[config.mk]
export PLATFORM = sky130hd
export DESIGN_NAME = fmadd_addnorm_scheduler
export DESIGN_NICKNAME = d
export VERILOG_FILES = /design/src/rtl/fmadd_pkg.sv /design/src/rtl/fmadd_addnorm_res_fifo.sv /design/src/rtl/fmadd_addnorm_scheduler.sv
export SDC_FILE = /design/constraint.sdc
export NUM_CORES = 1
export LEC_CHECK = 0
export BUFFER_PORTS_ARGS = -buffer_cell sky130_fd_sc_hd__buf_2
export CAP_MARGIN = 20
export CORE_ASPECT_RATIO = 2
export CORE_UTILIZATION = 50
export CTS_BUF_LIST = sky130_fd_sc_hd__clkbuf_16
export CTS_CLUSTER_SIZE = 25
export DETAILED_ROUTE_END_ITERATION = 16
export HOLD_SLACK_MARGIN = 0.06
export PLACE_DENSITY = 0.84
export SETUP_SLACK_MARGIN = 0.1
export SYNTH_ARGS = -nofsm -noshare
export SYNTH_HDL_FRONTEND = slang
export SYNTH_SLANG_ARGS = --single-unit
[constraint.sdc]
create_clock -name clk -period 9 [get_ports clk]
set_clock_uncertainty 0.2 [all_clocks]
set_input_delay 0.9 -clock clk [delete_from_list [all_inputs] [get_ports clk]]
set_output_delay 0.9 -clock clk [all_outputs]
set_load 0.01 [all_outputs]
[src/rtl/fmadd_pkg.sv]
// Shared constants for the FMADD add/sub post-normalization scheduler:
// flag bit positions, source tags and datapath width helpers.
package fmadd_pkg;

    // Flag vector layout: {carry, eff_sub, eff_add, guard, round, sticky}
    localparam int FLG_CARRY   = 5;
    localparam int FLG_EFF_SUB = 4;
    localparam int FLG_EFF_ADD = 3;
    localparam int FLG_GUARD   = 2;
    localparam int FLG_ROUND   = 1;
    localparam int FLG_STICKY  = 0;
    localparam int FLAGS_W     = 6;
    localparam int GRS_W       = 3;

    // Source tags carried with every op through S1 and the result FIFO
    localparam logic SRC_A = 1'b0;
    localparam logic SRC_B = 1'b1;

    // Default single-precision-style geometry
    localparam int MAN_DEF    = 22;
    localparam int EXP_DEF    = 7;
    localparam int MANT_IN_W  = 2 * MAN_DEF + 4;
    localparam int MANT_OUT_W = MAN_DEF + 2;
    localparam int EXP_W      = EXP_DEF + 2;

    // Width helpers so parameterised instances derive the same geometry
    function automatic int mant_in_w(input int man);
        return 2 * man + 4;
    endfunction

    function automatic int mant_out_w(input int man);
        return man + 2;
    endfunction

    function automatic int exp_w(input int exp);
        return exp + 2;
    endfunction

endpackage

[src/rtl/fmadd_addnorm_res_fifo.sv]
// Result FIFO behind the shared post-normalization datapath. Synchronous
// reset and flush both empty it; push and pop in the same cycle are legal
// even when full, because the pop frees the slot being written.
module fmadd_addnorm_res_fifo
    import fmadd_pkg::*;
#(
    parameter int WIDTH = 8,
    parameter int DEPTH = 2
) (
    input  logic             clk,
    input  logic             rst,
    input  logic             flush,
    input  logic             push,
    input  logic             pop,
    input  logic [WIDTH-1:0] wdata,
    output logic [WIDTH-1:0] rdata,
    output logic             full,
    output logic             empty
);

    localparam int PTR_W = $clog2(DEPTH);

    logic [WIDTH-1:0] mem [DEPTH];
    logic [PTR_W-1:0] wr_ptr;
    logic [PTR_W-1:0] rd_ptr;
    logic [PTR_W:0]   count;
    logic             do_push;
    logic             do_pop;

    assign full    = (count == (PTR_W + 1)'(DEPTH));
    assign empty   = (count == '0);
    assign do_pop  = pop & ~empty;
    assign do_push = push & (~full | do_pop);
    assign rdata   = mem[rd_ptr];

    // Pointer and occupancy bookkeeping; pointers wrap because DEPTH is a power of 2
    always_ff @(posedge clk) begin
        if (rst || flush) begin
            wr_ptr <= '0;
            rd_ptr <= '0;
            count  <= '0;
        end else begin
            if (do_push) wr_ptr <= wr_ptr + 1'b1;
            if (do_pop)  rd_ptr <= rd_ptr + 1'b1;
            case ({do_push, do_pop})
                2'b10:   count <= count + 1'b1;
                2'b01:   count <= count - 1'b1;
                default: count <= count;
            endcase
        end
    end

    // Entry storage
    // NOTE: storage is deliberately not reset; pointers and count define validity, and a resettable array costs a reset net per bit.
    always_ff @(posedge clk) begin
        if (do_push) mem[wr_ptr] <= wdata;
    end

    assert property (@(posedge clk) disable iff (rst) count <= (PTR_W + 1)'(DEPTH));

endmodule

[src/rtl/fmadd_addnorm_scheduler.sv]
// Shares one add/sub post-normalization datapath between the FMADD lane (A)
// and the FADD/FSUB lane (B): round-robin arbitration into a registered issue
// stage that drives the datapath, then a tagged result FIFO with valid/ready.
module fmadd_addnorm_scheduler
    import fmadd_pkg::*;
#(
    parameter int man       = MAN_DEF,
    parameter int exp       = EXP_DEF,
    parameter int RES_DEPTH = 2
) (
    input  logic               clk,
    input  logic               rst,
    input  logic               flush,
    input  logic               a_valid,
    output logic               a_ready,
    input  logic [2*man+3:0]   a_mantissa,
    input  logic [exp+1:0]     a_exponent,
    input  logic [5:0]         a_flags,
    input  logic               b_valid,
    output logic               b_ready,
    input  logic [2*man+3:0]   b_mantissa,
    input  logic [exp+1:0]     b_exponent,
    input  logic [5:0]         b_flags,
    output logic [2*man+3:0]   pn_mantissa,
    output logic [exp+1:0]     pn_exponent,
    output logic [5:0]         pn_flags,
    input  logic [man+1:0]     pn_res_mant,
    input  logic [exp+1:0]     pn_res_exp,
    input  logic [2:0]         pn_res_grs,
    output logic               res_valid,
    input  logic               res_ready,
    output logic               res_src,
    output logic [man+1:0]     res_mant,
    output logic [exp+1:0]     res_exp,
    output logic [2:0]         res_grs
);

    localparam int MIW     = mant_in_w(man);
    localparam int MOW     = mant_out_w(man);
    localparam int EW      = exp_w(exp);
    localparam int ENTRY_W = 1 + MOW + EW + GRS_W;

    // Issue stage contents; cleared to zero when empty so the datapath idles
    logic               s1_valid;
    logic               s1_src;
    logic [MIW-1:0]     s1_mant;
    logic [EW-1:0]      s1_exp;
    logic [FLAGS_W-1:0] s1_flags;
    logic               rr_last;

    logic               pop;
    logic               s1_adv;
    logic               s1_free;
    logic               grant_a;
    logic               grant_b;
    logic               accept;
    logic               fifo_full;
    logic               fifo_empty;
    logic [ENTRY_W-1:0] fifo_wdata;
    logic [ENTRY_W-1:0] fifo_rdata;

    assign pop     = res_valid & res_ready;
    assign s1_adv  = s1_valid & (~fifo_full | pop);
    assign s1_free = ~s1_valid | s1_adv;

    // On a tie the source that did not win the last accepted handshake goes next
    assign grant_a = s1_free & a_valid & (~b_valid | (rr_last == SRC_B));
    assign grant_b = s1_free & b_valid & (~a_valid | (rr_last == SRC_A));
    assign a_ready = grant_a & ~rst & ~flush;
    assign b_ready = grant_b & ~rst & ~flush;
    assign accept  = a_ready | b_ready;

    // Issue stage register and round-robin history
    // NOTE: non-blocking assignments here so every register samples pre-edge values, matching the hardware.
    always_ff @(posedge clk) begin
        if (rst || flush) begin
            s1_valid <= 1'b0;
            s1_src   <= SRC_A;
            s1_mant  <= '0;
            s1_exp   <= '0;
            s1_flags <= '0;
            rr_last  <= SRC_B;
        end else if (accept) begin
            s1_valid <= 1'b1;
            s1_src   <= b_ready ? SRC_B : SRC_A;
            s1_mant  <= b_ready ? b_mantissa : a_mantissa;
            s1_exp   <= b_ready ? b_exponent : a_exponent;
            s1_flags <= b_ready ? b_flags    : a_flags;
            rr_last  <= b_ready ? SRC_B : SRC_A;
        end else if (s1_adv) begin
            s1_valid <= 1'b0;
            s1_src   <= SRC_A;
            s1_mant  <= '0;
            s1_exp   <= '0;
            s1_flags <= '0;
        end
    end

    assign pn_mantissa = s1_mant;
    assign pn_exponent = s1_exp;
    assign pn_flags    = s1_flags;

    assign fifo_wdata = {s1_src, pn_res_mant, pn_res_exp, pn_res_grs};

    fmadd_addnorm_res_fifo #(
        .WIDTH (ENTRY_W),
        .DEPTH (RES_DEPTH)
    ) u_res_fifo (
        .clk   (clk),
        .rst   (rst),
        .flush (flush),
        .push  (s1_adv),
        .pop   (pop),
        .wdata (fifo_wdata),
        .rdata (fifo_rdata),
        .full  (fifo_full),
        .empty (fifo_empty)
    );

    assign res_valid = ~fifo_empty & ~rst & ~flush;
    assign {res_src, res_mant, res_exp, res_grs} = fifo_rdata;

endmodule

## Word level (Yosys, flattened, before mapping)

Memories as Yosys holds them, arrays and structs flattened. A register that Yosys moved wholly into a read port is not among the register bits.
Index checks and enable logic that the tools add are counted.

| word-level totals | value |
|---|---|
| flip-flop bits (word level) | 70 |
| RAM bits | 74 |
| bits of input ports | 168 |
| output and inout bits | 103 |
| memories kept | 1 |

| cells by class | value |
|---|---|
| add/sub/neg operators | 4 |
| equality and inequality tests | 3 |
| muxes and demuxes | 18 |
| bitwise logic cells | 28 |
| reduce and logical (&&, ||, !) cells | 4 |

Memory list:

| name | words | bits a word | read ports | clocked after Yosys merged registers in | wr ports | RTL line | source |
|---|---|---|---|---|---|---|---|
| u_res_fifo.mem | 2 | 37 | 1 | 1 | 1 | fmadd_addnorm_res_fifo.sv:23 | `logic [WIDTH-1:0] mem [DEPTH];` |

Operator list:

| kind | count |
|---|---|
| 2-to-1 mux 48 bit | 3 |
| 2-to-1 mux 9 bit | 3 |
| 2-to-1 mux 6 bit | 3 |
| AND 1 bit | 14 |
| 2-to-1 mux 1 bit | 8 |
| inverter 1 bit | 8 |
| bitwise OR 1 bit | 6 |
| equality test 2 bit, second input constant | 2 |
| one-hot mux 2 bit (2 select lines) | 1 |
| nonzero test 2 bit | 2 |
| adder 1 bit, second input constant | 2 |
| adder 2 x 1 -> 2 bit, second input constant | 1 |
| equality test 2 x 1 -> 1 bit, second input constant | 1 |
| logical NOT 2 bit | 1 |
| subtractor 2 x 1 -> 2 bit, second input constant | 1 |
| logical OR 1 bit | 1 |

## Logic depth before layout (Yosys ltp)

Gate-level depths: netlist of the first run.

| depth | value |
|---|---|
| depth after elaboration | 14 |
| mapped depth | 6 |

## Cells and area by module

A second synthesis of the first run with hierarchy kept.

| unflattened totals | value |
|---|---|
| cell total of the unflattened synthesis | 381 |
| area total of the unflattened synthesis | 6,182.2 um^2 |

Modules (own cells, without submodules):

| module | times used | cells an instance | area an instance (um^2) | seq. area each (um^2) |
|---|---|---|---|---|
| fmadd_addnorm_scheduler | 1 | 234 | 3,244.4 | 1,321.3 |
| fmadd_addnorm_res_fifo | 1 | 147 | 2,937.8 | 2,322.2 |

## Least setup slack after synthesis of the first run

OpenSTA, ideal clock, no wires.

| timing | value |
|---|---|
| path kind | input to register |
| start point | in rst |
| end point | mem u_res_fifo.mem[0][0] in the netlist's numbering (enable) |
| library setup time | 0.431 ns |
| arrival | 2.820 ns |
| required time | 8.369 ns |
| path slack | 5.549 ns |
| stages | 3 |
| buffers on the path | 0 |
| cells stage by stage | nor3b_1 > o21ai_1 > nor2_1 |

| on the way | value |
|---|---|
| longest elaborated chain between the ends | 9 |

RTL lines:

| element | RTL line | source |
|---|---|---|
| start: declaration | fmadd_addnorm_scheduler.sv:12 | `input logic rst,` |
| inverter 1 bit (*) | fmadd_addnorm_scheduler.sv:120 | `assign res_valid = ~fifo_empty & ~rst & ~flush;` |
| AND 1 bit (*) (2 in a row) | fmadd_addnorm_scheduler.sv:120 |  |
| AND 1 bit (*) | fmadd_addnorm_scheduler.sv:62 | `assign pop = res_valid & res_ready;` |
| bitwise OR 1 bit or AND 1 bit (tied branches) | fmadd_addnorm_scheduler.sv:63, fmadd_addnorm_res_fifo.sv:32 |  |
| AND 1 bit or bitwise OR 1 bit (tied branches) | fmadd_addnorm_scheduler.sv:63, fmadd_addnorm_res_fifo.sv:33 |  |
| AND 1 bit (*) | fmadd_addnorm_res_fifo.sv:33 | `assign do_push = push & (~full \| do_pop);` |
| 2-to-1 mux 1 bit (*) | fmadd_addnorm_res_fifo.sv:56 | `if (do_push) mem[wr_ptr] <= wdata;` |
| 2-to-1 mux 1 bit (implied by the code) (*) | fmadd_addnorm_res_fifo.sv:56 |  |
| end: declaration | fmadd_addnorm_res_fifo.sv:23 |  |

Mark *: on every way between the ends. The rest lies on a longest branch, timed or not.

## Worst setup path after layout of the first run

| timing | value |
|---|---|
| start point | in rst |
| end point | out a_ready |

| on the way | value |
|---|---|
| longest elaborated chain between the ends | 11 |

RTL lines:

| element | RTL line | source |
|---|---|---|
| inverter 1 bit (*) | fmadd_addnorm_scheduler.sv:69, fmadd_addnorm_scheduler.sv:120 |  |
| AND 1 bit (2 in a row) | fmadd_addnorm_scheduler.sv:120 |  |
| AND 1 bit | fmadd_addnorm_scheduler.sv:62 |  |
| bitwise OR 1 bit | fmadd_addnorm_scheduler.sv:63 | `assign s1_adv = s1_valid & (~fifo_full \| pop);` |
| AND 1 bit | fmadd_addnorm_scheduler.sv:63 |  |
| bitwise OR 1 bit | fmadd_addnorm_scheduler.sv:64 | `assign s1_free = ~s1_valid \| s1_adv;` |
| AND 1 bit (2 in a row) | fmadd_addnorm_scheduler.sv:67 | `assign grant_a = s1_free & a_valid & (~b_valid \| (rr_last == SRC_B));` |
| AND 1 bit (*) (2 in a row) | fmadd_addnorm_scheduler.sv:69 | `assign a_ready = grant_a & ~rst & ~flush;` |
| end: declaration | fmadd_addnorm_scheduler.sv:15 | `output logic a_ready,` |

Marked as above.

==> results of run 1 <==
sequential cells by signal, indices dropped and copies added (netlist names), named ones only:
| signal | count |
|---|---|
| pn_mantissa | 48 |
| u_res_fifo.wr_ptr | 1 |
| u_res_fifo.mem | 74 |
| u_res_fifo.count | 2 |
| pn_exponent | 9 |
| u_res_fifo.rd_ptr | 1 |
| s1_src | 1 |
| rr_last | 1 |
| pn_flags | 6 |
| s1_valid | 1 |
metal layers:
layer | vias up | global-route usage (%)
li1 | 2097 | -
met1 | 1962 | 23.5
met2 | 211 | 43.5
met3 | 28 | 6.09
met4 | 0 | 11.0
met5 | - | 0
Yosys cell counts (all sizes together):
cell type | n | area (µm²)
nand4bb | 1 | 27.5
o211ai | 1 | 7.51
or3 | 2 | 17.5
edfxtp | 74 | 2220
nand4 | 1 | 12.5
nand2b | 1 | 6.26
or2 | 2 | 12.5
nor2 | 8 | 30.0
and3 | 2 | 12.5
mux2 | 37 | 417
ha | 1 | 12.5
o21ai | 65 | 325
nor3b | 1 | 7.51
xnor2 | 3 | 26.3
a21oi | 4 | 31.3
nand3b | 1 | 7.51
xor2 | 1 | 8.76
nand2 | 65 | 244
buf | 17 | 176
mux2i | 63 | 631
clkbuf | 7 | 26.3
inv | 3 | 11.3
nand3 | 1 | 5.00
dfxtp | 71 | 1420
and2 | 2 | 12.5
worst paths after layout:
check                       from               to  slack (ps)  cells after the start
max                          rst          a_ready        5970                      5
min              pn_mantissa[12]  pn_mantissa[12]         240                      2
max reg2reg  u_res_fifo.count[0]   pn_mantissa[8]        6630                      5
min reg2reg      pn_mantissa[12]  pn_mantissa[12]         240                      2
power by group through the flow:
| stage | sequential, mW | clock, mW | combinational, mW |
|---|---|---|---|
| floorplan | 0.744 | 0 | 0.0471 |
| global placement | 0.738 | 0 | 0.114 |
| detailed placement | 0.739 | 0 | 0.118 |
| CTS | 0.725 | 0.650 | 0.119 |
| global route | 0.727 | 0.680 | 0.127 |
| finish | 0.725 | 0.637 | 0.118 |
cell type report:
| class | instances | area [µm²] | share of cell area, % |
|---|---|---|---|
| timing repair buffer | 275 | 1400 | 18.3 |
| antenna | 2 | 5.00 | 0.0653 |
| sequential | 145 | 3640 | 47.6 |
| clock buffer | 17 | 425 | 5.55 |
| multi-input combinational | 262 | 1880 | 24.5 |
| tap | 140 | 175 | 2.29 |
| clock inverter | 15 | 121 | 1.58 |
| inverter | 3 | 11.3 | 0.147 |
worst register-to-register path: stages, from the launching register on:
cell	delay (ps)
dfxtp_1	360
nand4bb_4	280
nand4_4	140
buf_4	810
mux2i_1	360
o21ai_1	80
cell families after synthesis:
logic type                 count (synthesis)
AOI/OAI and AO/OA                         70
buffers and inverters                     27
and+or+nand+nor                           87
adders and majority gates                  1
xor gates and xnor gates                   4
DFF                                      145
muxes                                    100
stage by stage:
stage / utilization (%) / cells / hold slack [ps]
final: 69.6 / 859 / 242
after detailed placement: 64.4 / 824 / 237
after CTS: 69.3 / 856 / 245
after floorplan: - / 434 / 225
after global routing: 69.5 / 858 / 268
after global placement: 64.4 / 824 / 230
==> results by group, run 1 <==
Synthesis
  • Distinct cells, synth: 31
  • Ys Warns: 0
  • Sequential area share after synthesis: roughly 64%
  • Xor and xnor fraction of the mapped netlist area: 0.613%
  • Simple logic cell fraction of the synthesized area: under 10%
  • Mux cell area share after synthesis: between 15 and 20%
  • Mapped Cells: 434
  • Net Count, Synth: approximately 600
  • Post-Syn Area: approximately 0.0057 mm²
  • Mean Syn Cell Area: 13.2 µm²
  • Synth Register Bits: 145
  • Adder-cell share of the synthesized area: less than 1%
  • Largest family of logic cells by synthesized area: multiplexers
  • Synth Area in Compound Gates: under 10%

Clocking
  • CTS tree: done
  • H-Tree Depth: 4
  • Clock slew seen by the registers of the worst setup and hold paths: 60 ps
  • Worst skew pair latency: approximately 400 ps
  • Cts repair resizes: 0
  • Postcts setup bufs: 0
  • CTS Hold Bufs: 0
  • Root Buffer: clkbuf_16
  • Clock Path Buffers: 2
  • Clock sink count: 145
  • Num CTS Buffers: 17

Floorplan
  • # IOs: roughly 270
  • Placement Rows: 54
  • Die area: approximately 0.012 mm²
  • Core area: between 0.01 and 0.015 mm²
  • Die Y: approximately 150 µm
  • Initial Util: between 50% and 60%
  • DIE WIDTH: ~78 µm

Route
  • Routed len/inst: 16.1 µm
  • Initial DRC count: about 170
  • WL met1: roughly 4.9 mm
  • Top Layer Used: met4
  • DRC: 0
  • Final wirelength: roughly 14 mm
  • Post-route ant nets: 0
  • Vias per cell: 5.00
  • Vias: between 4000 and 5000
  • Metal3 WL: about 970 µm
  • Met2 WL: about 7.5 mm
  • Drt first pass iters: 4

Timing
  • Final Hold Vio Count: 0
  • RSZ-0062 raised after global routing: false
  • Setup TNS: 0 ps
  • Worst Slack Setup Final: roughly 6000 ps
  • Slew Limit Fails: 0
  • Slew HR: 28.9%
  • Slew @ Worst Pin: 1070 ps
  • Fin crit share: 33.7%
  • Period minus WS final: between 3000 and 4000 ps
  • Final number of setup-violating endpoints: 0
  • Max frequency: 330 MHz

Pwr
  • VDD IR max: 160 µV
  • Clock power frac: about 43%
  • Switching power: 0.345 mW
  • Power Dens Cells: ~190 mW/mm²
  • Sw frac: between 20% and 30%
  • Internal cell power: between 1 and 1.5 mW
  • Comb pwr share: under 10%
  • Final Power: roughly 1.5 mW
  • Flop pwr share: between 40% and 50%
  • Cell leakage power: 3.66 nW

Placed design
  • Placed inst area: between 0.007 and 0.008 mm²
  • Pre-CTS setup slack: 5940 ps
  • # port buffers: 270
  • Routability-driven placement congestion ratio: between 0.8 and 0.9
  • DPL Wire Length: 10.2 mm

Setup path
  • Critical Path, Cell by Cell: buf_2, nor2_1, and2_0, and3_1, buf_2
  • CP required: 7900 ps
  • Startpoint Class: input pin
  • Critical Path Max Stage Delay: slightly below 400 ps
  • WP buf/inv: 2
  • Cell family with most CP delay: simple AND/OR/NAND/NOR gates
  • Crit path max fanout: 6
  • Slowest-stage cell, CP: nor2_1
  • Crit path DAT: between 1500 and 2000 ps
  • Setup crit end kind: output port
  • Most used cell, CP: buf_2
  • Critical path type: in -> out

Final layout
  • Layout cells sized above 1: about half
  • FILL cells: 809
  • Fin area: around 0.0077 mm²
  • Final #Nets: 873
  • Most frequent cells in the layout: buf_2, edfxtp_1, dfxtp_1, nand2_1, mux2i_1
  • Commonest non-fill, non-tap cell in the layout: buf_2
  • Area grow syn2layout: 34.1%

GRT
  • First-pass GRT wire length: ~21 mm
  • Number of global-route vias before repair: around 4500
  • Initial antenna violation count: 2
  • GRT overflow: 0
  • Largest net degree at the start of global routing: 66
  • Total GRT Usage: 23.4%

Worst hold path
  • Hold Crit Class: reg -> reg

Run status
  • Status: complete, no violations

Run
  • Max cap viols: 0
Power figures use the tool's default switching activity.
==> inputs of run 2 (changes only) <==
ABC_AREA = 1   (was unset)
CORE_UTILIZATION = 44   (was 50)
PLACE_DENSITY = 0.76   (was 0.84)
clock period = 2.4 ns   (was 9 ns; I/O delays follow)
==> run 2 against run 1 <==
Compared with the run above:
- combinational power increased to 6.0 times the previous value
- largest power group is now the clock network
- wire length increased by 59%
- hold slack got worse by 160 ps
- utilization increased by 2.1 points
- synthesized cell count increased by 67%
- non-clock buffer count increased by 173
- largest cell class unchanged
- clock-buffer cell count unchanged
- global-route usage increased by 5.2 points
- final cell count increased by 57%
- cell area increased by 35%
- first-iteration DRC count increased to 2.6 times the previous value
==> results by group, run 2 <==
Run status
  • Status: complete, no violations

Clocking
  • CTS tree: done
  • Postcts setup bufs: 0
  • Clock sink count: about 150
  • H-Tree Depth: 4
  • Worst skew pair latency: ~420 ps
  • Root Buffer: clkbuf_16
  • Clock Path Buffers: 2
  • Num CTS Buffers: 17
  • Clock slew seen by the registers of the worst setup and hold paths: 60 ps

Setup path
  • Setup crit end kind: register
  • Cell family with most CP delay: buffers and inverters
  • Slowest-stage cell, CP: dlygate4sd3_1
  • Crit path max fanout: 41
  • Crit path DAT: 2230 ps
  • CP required: about 2600 ps
  • Critical Path, Cell by Cell: dlygate4sd3_1, buf_2, nand3_2, nand3_2, buf_4, o21ai_4, buf_4, nand3_1, a21oi_1
  • WP buf/inv: 4
  • Critical path type: in -> reg
  • Critical Path Max Stage Delay: 560 ps
  • Startpoint Class: input pin

Final layout
  • Final #Nets: roughly 1300
  • Most flop-heavy register: u_res_fifo.mem
  • Layout Cells excl Fill: approximately 1300
  • Area grow syn2layout: 57.5%
  • Max reg flops: 74
  • Most frequent cells in the layout: buf_2, nand3_1, dlygate4sd3_1, inv_1, edfxtp_1
  • Layout cells sized above 1: between 30% and 40%
  • Commonest non-fill, non-tap cell in the layout: buf_2

Route
  • Vias: 6946
  • Routed len/inst: 16.3 µm
  • Initial DRC count: around 430
  • DRC: 0
  • Post-route ant nets: 0
  • Drt first pass iters: 5
  • Vias per cell: 5.16
  • Final wirelength: 21.9 mm

Floorplan
  • Core area: roughly 0.014 mm²
  • # IOs: 271
  • Die area: between 0.015 and 0.02 mm²
  • Initial Util: 45.5%
  • Die Y: roughly 170 µm
  • Placement Rows: 62
  • DIE WIDTH: slightly below 90 µm

Timing
  • Final Hold Vio Count: 0
  • Fin crit share: ~87%
  • Setup TNS: 0 ps
  • Final number of setup-violating endpoints: 0
  • Max frequency: around 480 MHz
  • Slew Limit Fails: 0
  • Slew @ Worst Pin: between 500 and 600 ps
  • Period minus WS final: ~2100 ps
  • RSZ-0062 raised after global routing: false
  • Slew HR: 64.8%

Synthesis
  • Mean Syn Cell Area: just over 9 µm²
  • Asr flop ratio synth: 0%
  • Synth Register Bits: ~150
  • Yosys top cell area share: 33.9%
  • Xor and xnor fraction of the mapped netlist area: less than 1%
  • Synth Area in Compound Gates: under 10%
  • Net Count, Synth: a little under 900
  • Sequential area share after synthesis: between 50% and 60%
  • Most numerous cell in the Yosys netlist: nand3_1
  • Adder-cell share of the synthesized area: less than 1%
  • Mux cell area share after synthesis: approximately 6.3%
  • Cell taking the most area after synthesis: edfxtp_1
  • Top cells by area, synth: edfxtp_1, dfxtp_1, nand3_1, inv_1, mux2_2
  • Distinct cells, synth: 24
  • Largest family of logic cells by synthesized area: simple AND/OR/NAND/NOR gates
  • Ys flop type: edfxtp_1
  • Mapped Cells: around 720
  • Simple logic cell fraction of the synthesized area: between 15 and 20%
  • Top cells by count, synth: nand3_1, inv_1, edfxtp_1, nand2_1, dfxtp_1
  • Post-synth EDFFs: 74
  • Ys Warns: 0
  • Post-Syn Area: 0.00656 mm²

Pwr
  • VDD IR max: 483 µV
  • Power Dens Cells: around 590 mW/mm²
  • Flop pwr share: 43.4%
  • Comb pwr share: 11.5%
  • Cell leakage power: ~4.8 nW
  • Internal cell power: roughly 4.7 mW
  • Clock power frac: between 40% and 50%
  • Sw frac: 22.4%
  • Switching power: 1.37 mW

Placed design
  • # port buffers: between 200 and 300
  • DPL Wire Length: around 12 mm
  • Dpl cells: around 1100
  • Routability-driven placement congestion ratio: between 0.8 and 0.9

GRT
  • GRT overflow: 0
  • Initial antenna violation count: 1
  • Number of global-route vias before repair: just over 7000
  • Largest net degree at the start of global routing: 65
  • Total GRT Usage: between 20% and 30%
  • First-pass GRT wire length: 33.3 mm

Worst hold path
  • Hold Crit Class: in -> reg

Run
  • Max cap viols: 0
## run 2: changes by cell type in the layout (fill, tap and decap cells not counted), sizes merged, moves of 62 or more
cell | previous run | this run
mux2i | 63 | 0
a21oi | 4 | 69
nand3 | 1 | 192
dlygate4sd3 | 0 | 164
o21ai | 65 | 3
inv | 10 | 139
## run 2: worst register-to-register path: stages, from the launching register on
cell and delay (ps):
dfxtp_1 360, inv_2 70, nand2_1 60, nand3_2 100
nand3_2 130, buf_4 270, o21ai_4 90, buf_4 390
nand3_1 130, a21oi_1 180
## run 2: power by group through the flow
stage          logic (mW)  clock network [mW]  registers, mW
5_1_grt             0.761                2.90           2.66
2_1_floorplan       0.227                   0           2.72
4_1_cts             0.671                2.78           2.65
3_5_place_dp        0.463                   0           2.71
6_report            0.705                2.75           2.66
3_3_place_gp        0.453                   0           2.71
## run 2: logic make-up after synthesis
logic type | count (synthesis)
adder cells (fa/ha/maj) | 1
AND/OR/NAND/NOR | 278
multiplexers | 37
flip-flops | 145
AO/OA/AOI/OAI | 73
XOR/XNOR | 1
buffers and inverters | 189
## run 2: routing by layer
metal | vias up | track usage (%) | part of all wire, %
li1 | 3219 | - | -
met1 | 3179 | 26.5 | 33
met2 | 420 | 50.2 | 52
met3 | 128 | 8.08 | 7.5
met4 | 0 | 22.4 | 7.2
met5 | - | 0 | 0
## run 2: through the flow
step           power [mW]  instance area (µm²)  util [%]  hold slack, ps  worst slack (ps)
2_1_floorplan        2.94                 6580         -             139               241
3_3_place_gp         3.16                 8070      55.9             227               344
3_5_place_dp         3.17                 8070      55.9             232               260
4_1_cts              6.10                10300      71.6            69.1               309
5_1_grt              6.32                10300      71.7             134               161
6_report             6.12                10300      71.7            86.1               312
## run 2: worst paths after layout
path | start | end | slack [ps] | depth (start not counted)
setup / recovery | res_ready | pn_mantissa[42] | 310 | 9
hold / removal | flush | u_res_fifo.rd_ptr | 90 | 5
setup reg to reg | u_res_fifo.count[0] | pn_mantissa[42] | 330 | 9
hold reg to reg | u_res_fifo.count[1] | u_res_fifo.count[1] | 250 | 1
## run 2: layout make-up
type                       instances  area [µm²]
antenna                            1        2.50
multi-input combinational        390        2150
clock buffer                      17         425
inverter                         137         514
sequential                       145        3640
timing repair buffer             448        3160
fill                             977        4090
tap                              192         240
clock inverter                    15         193
## run 2: repair_timing
action                                  4_1_cts  5_1_grt
hold buffers                                164        0
gates resized for setup                       0        1
endpoints found under the hold margin       141        0
endpoints found under the setup margin        0        1
